==> src/rtl/pipe_hazard_ctrl.sv <==
// Decode-stage hazard/forwarding controller with E/M destination shadows and a saturating stall counter.
// HAZ_FWD_EN: when defined, enables forwarding selects (only load-use stalls); otherwise any E/M hit interlocks.
module pipe_hazard_ctrl #(
  parameter int REG_AW = 5,
  parameter int CNT_W  = 16
) (
  input  logic              clk,
  input  logic              clrn,
  input  logic [REG_AW-1:0] rs,
  input  logic [REG_AW-1:0] rt,
  input  logic              use_rs,
  input  logic              use_rt,
  input  logic              use_sa,
  input  logic              d_wreg,
  input  logic              d_m2reg,
  input  logic [REG_AW-1:0] d_rd,
  input  logic              branch_taken,
  output logic [1:0]        adepend,
  output logic [1:0]        bdepend,
  output logic [1:0]        sdepend,
  output logic              stall,
  output logic              bubble,
  output logic              flush_fd,
  output logic [CNT_W-1:0]  stall_cnt
);

  logic              e_wreg, e_m2reg, m_wreg;
  logic [REG_AW-1:0] e_rd, m_rd;
`ifdef HAZ_FWD_EN
  logic              m_m2reg;
`endif

  // Register 0 is hardwired, so it can never be a real producer.
  function automatic logic hit(input logic w, input logic [REG_AW-1:0] rd,
                               input logic [REG_AW-1:0] src);
    return w && (rd == src) && (rd != '0);
  endfunction

  logic e_hit_rs, e_hit_rt, m_hit_rs, m_hit_rt;
  logic chk_rs;

  assign chk_rs   = use_rs | use_sa;
  assign e_hit_rs = hit(e_wreg, e_rd, rs);
  assign e_hit_rt = hit(e_wreg, e_rd, rt);
  assign m_hit_rs = hit(m_wreg, m_rd, rs);
  assign m_hit_rt = hit(m_wreg, m_rd, rt);

`ifdef HAZ_FWD_EN
  // Youngest producer wins; an E-stage load has no data yet and is caught by the stall.
  function automatic logic [1:0] fsel(input logic e_hit, input logic m_hit);
    if (e_hit && !e_m2reg) return 2'b01;
    if (m_hit)             return m_m2reg ? 2'b11 : 2'b10;
    return 2'b00;
  endfunction

  assign adepend = use_rs ? fsel(e_hit_rs, m_hit_rs) : 2'b00;
  assign bdepend = use_rt ? fsel(e_hit_rt, m_hit_rt) : 2'b00;
  assign sdepend = use_sa ? fsel(e_hit_rs, m_hit_rs) : 2'b00;
  assign stall   = e_m2reg & ((chk_rs & e_hit_rs) | (use_rt & e_hit_rt));
`else
  assign adepend = 2'b00;
  assign bdepend = 2'b00;
  assign sdepend = 2'b00;
  assign stall   = (chk_rs & (e_hit_rs | m_hit_rs)) | (use_rt & (e_hit_rt | m_hit_rt));
`endif

  assign bubble   = stall;
  assign flush_fd = branch_taken & ~stall;

  always_ff @(posedge clk or negedge clrn) begin
    if (!clrn) begin
      e_wreg    <= 1'b0;
      e_m2reg   <= 1'b0;
      e_rd      <= '0;
      m_wreg    <= 1'b0;
      m_rd      <= '0;
`ifdef HAZ_FWD_EN
      m_m2reg   <= 1'b0;
`endif
      stall_cnt <= '0;
    end else begin
      e_wreg  <= d_wreg & ~bubble;
      e_m2reg <= d_m2reg & ~bubble;
      e_rd    <= d_rd;
      m_wreg  <= e_wreg;
      m_rd    <= e_rd;
`ifdef HAZ_FWD_EN
      m_m2reg <= e_m2reg;
`endif
      if (stall && !(&stall_cnt))
        stall_cnt <= stall_cnt + {{(CNT_W-1){1'b0}}, 1'b1};
    end
  end

endmodule

==> config.mk <==
export PLATFORM = sky130hd
export DESIGN_NAME = pipe_hazard_ctrl
export DESIGN_NICKNAME = d
export VERILOG_FILES = /design/src/rtl/pipe_hazard_ctrl.sv
export SDC_FILE = /design/constraint.sdc
export NUM_CORES = 1
export LEC_CHECK = 0
export CAP_MARGIN = 20
export CORE_MARGIN = 2
export CORE_UTILIZATION = 31
export CTS_BUF_LIST = sky130_fd_sc_hd__clkbuf_4 sky130_fd_sc_hd__clkbuf_8
export DETAILED_ROUTE_END_ITERATION = 10
export PLACE_DENSITY_LB_ADDON = 0.25
export SLEW_MARGIN = 15
export SYNTH_ARGS = -nofsm -noshare
export SYNTH_HDL_FRONTEND = slang
export SYNTH_SLANG_ARGS = --single-unit
==> constraint.sdc <==
create_clock -name clk -period 4 [get_ports clk]
set_clock_uncertainty 0.2 [all_clocks]
set_input_delay 1 -clock clk [delete_from_list [all_inputs] [get_ports clk]]
set_output_delay 1 -clock clk [all_outputs]
set_load 0.005 [all_outputs]
==> flow_summary_export.csv <==
group,metric,value,unit
status,status,"finished clean",
place,dp_cells,218,
sta,finalSetupViolations,0,
global_routing,antenna_found_initial,0,
global_routing,grt_busiest_layer,"met2",
sta,period_share,98.3,%
floorplan,core.rowCount,24,
routing,via_per_inst,4.74,
min_path,hp-class,"reg -> reg",
setup_path,path_cells,"clkdlybuf4s50_1 -> xor2_1 -> nor4_1 -> nor2_1 -> o21ai_2 -> buf_6 -> clkdlybuf4s50_1",
place,hpwl,2.18,mm
synthesis,ys.flop_type,"dfrtp_1",
cells_and_area,antennaDiodeCount,0,
synthesis,netlist_area,1420,um^2
global_routing,grt_pass1_vias,1069,
routing,wl_per_cell,13.5,um
synthesis,synthArstFlopShare,100,%
floorplan,die_h,71.7,um
cells_and_area,layoutNonFillerInstCount,223,
sta,slew_viol_final,0,
setup_path,rrSetupSlack,1270,ps
clocking,cts_hold_buffers,0,
global_routing,use_met3,1.69,%
setup_path,cp.required,2800,ps
synthesis,synth_seq_area_share,49.3,%
global_routing,grt_pass1_wl,4.82,mm
synthesis,synth_warnings,0,
cells_and_area,fin_nets,196,
synthesis,synthCells,126,
cells_and_area,multi_input_area,668,um^2
place,gp_congestion,0.829,
setup_path,slowest_stage,"clkdlybuf4s50_1",
cells_and_area,fillers,417,
synthesis,synth.top_cell.area_share,49.3,%
synthesis,synthDistinctLibCells,25,
setup_path,cp_max_fo,5,
global_routing,use_met1,15.9,%
setup_path,worstPathArrival,2730,ps
clocking,path_clk_slew,100,ps
synthesis,yosys.area.top_type,"dfrtp_1",
synthesis,postSynthAreaPerCell,11.3,um^2
floorplan,initial_utilization,32.4,%
place,port_buffers,40,
routing,antenna_left,0,
floorplan,io-pin-count,48,
sta,max_freq,0.254,GHz
clocking,cts_root_buf,"clkbuf_8",
synthesis,ys_seq_elements,28,
routing,wirelength,3.00,mm
synthesis,yosys-top-cells-area,"dfrtp_1, xnor2_1, xor2_1",
global_routing,grt-ovfl-total,0,
power,vdd_drop_max,0.190,mV
power,p_leak,0.000828,uW
setup_path,crit_type,"in -> out",
sta,post-route-min-period,3930,ps
clocking,htreeDepth,1,
floorplan,die_area,5140,um^2
routing,drtPass1Iterations,4,
clocking,clk_latency,270,ps
floorplan,core_area,4380,um^2
cells_and_area,final_layout_size_suffix_gt1_share,11.1,%
cells_and_area,area_delta_synth_final,37.4,%
global_routing,track_usage,11.6,%
global_routing,grt_max_degree,29,
clocking,clk_path_buf_depth,2,
setup_path,cp-start-kind,"primary input",
setup_path,cp_top_family,"buffers and inverters",
clocking,numCtsBuffers,3,
routing,drcViolationCount,0,
setup_path,worst_path_largest_cell_delay,490,ps
run,maxCapViolations,0,
sta,rsz0062_at_grt,"false",
synthesis,synth_edf_count,0,
setup_path,cp_common_cell,"clkdlybuf4s50_1",
cells_and_area,final-seq-area,701,um^2
global_routing,grt_use_met2,19.2,%
sta,setup_tns,0,ps
synthesis,synth_most_common_cell,"dfrtp_1",
setup_path,cp-end-kind,"output pin",
routing,drt-initial-drc-count,24,
clocking,cts_tree,"built",
floorplan,die_x,71.7,um
synthesis,synthTopCellsByCount,"dfrtp_1, xnor2_1, nand3_1",
power,power_density,314,nW/um^2
sta,hold_viol,0,
clocking,clock-sinks,28,
routing,via_count,1058,
cells_and_area,utilization,44.5,%
setup_path,worst-path-buf-inv,3,
-- report_power, final --
part / leakage (uW) / internal [uW] / switching (uW)
clock: 0.0000288 / 88.0 / 85.4
sequential: 0.000360 / 303 / 22.6
combinational: 0.000440 / 70.4 / 43.6
-- layer usage --
| layer | share of wire [%] | up-vias |
|---|---|---|
| li1 | - | 509 |
| met4 | 0 | 0 |
| met5 | 0 | - |
| met1 | 46 | 515 |
| met2 | 47 | 34 |
| met3 | 6.5 | 0 |
-- area by class of cell --
class / count / area share [%]
tap: 52 / 3.33
multi-input combinational: 90 / 34.2
timing repair buffer: 45 / 23.0
sequential: 28 / 35.9
inverter: 4 / 0.769
clock buffer: 4 / 2.82
-- cell usage in the layout, fill, tap and decap left out, types with 2 or more instances in the layout --
cell type        Yosys  final
xnor2_1             27     27
nand3_1              9      9
nand4_1              5      5
dlygate4sd2_1        0      4
clkdlybuf4s50_1      0     31
dfrtp_1             28     28
conb_1               1      6
o21ai_1              3      3
and3_1               5      5
nand3_2              5      5
or4_1                2      2
xor2_1               8      8
nand2_1              2      2
buf_4                7      4
inv_1                4      4
nor4_2               0      2
nand4_2              2      2
nor4_1               4      2
clkbuf_8             0      4
nor2_1               5      5
dlymetal6s2s_1       0      5
-- final timing paths --
path                       startpoint      endpoint  depth (start not counted)
hold / removal                 e_wreg        m_wreg                          0
setup / recovery                rs[1]        bubble                          7
hold reg to reg                e_wreg        m_wreg                          0
min in group asynchronous        clrn  stall_cnt[8]                          2
max in group asynchronous        clrn       e_rd[4]                          2
setup reg to reg              m_rd[0]  stall_cnt[1]                         10
-- flip-flops by register name, indices dropped and copies added, names as in the netlist --
register / cells
e_wreg: 1
m_wreg: 1
e_rd: 5
stall_cnt: 16
m_rd: 5
-- what timing repair did --
item	in CTS	in global routing
endpoints found under the setup margin	3	3
pin swaps	2	5
gates resized for setup	5	7
setup buffers	1	0
-- metrics by stage --
stage	worst slack (ps)	hold slack, ps	area (um^2)	total power, uW
after floorplan	735	151	1440	378
after global placement	-49.9	159	1870	443
after detailed placement	-49.9	170	1870	445
after CTS	9.30	194	1930	619
after global routing	17.9	220	1950	642
final	68.4	187	1950	613
-- cell families after synthesis --
logic type	after synthesis	synth area share, %
buffers and inverters	13	5.90
AO/OA/AOI/OAI	5	2.38
other	1	0.264
AND/OR/NAND/NOR	42	18.9
multiplexers	1	0.792
XOR/XNOR	35	21.6
adder cells (fa/ha/maj)	1	0.880
flip-flops	28	49.3
Power figures use the tool's default switching activity.
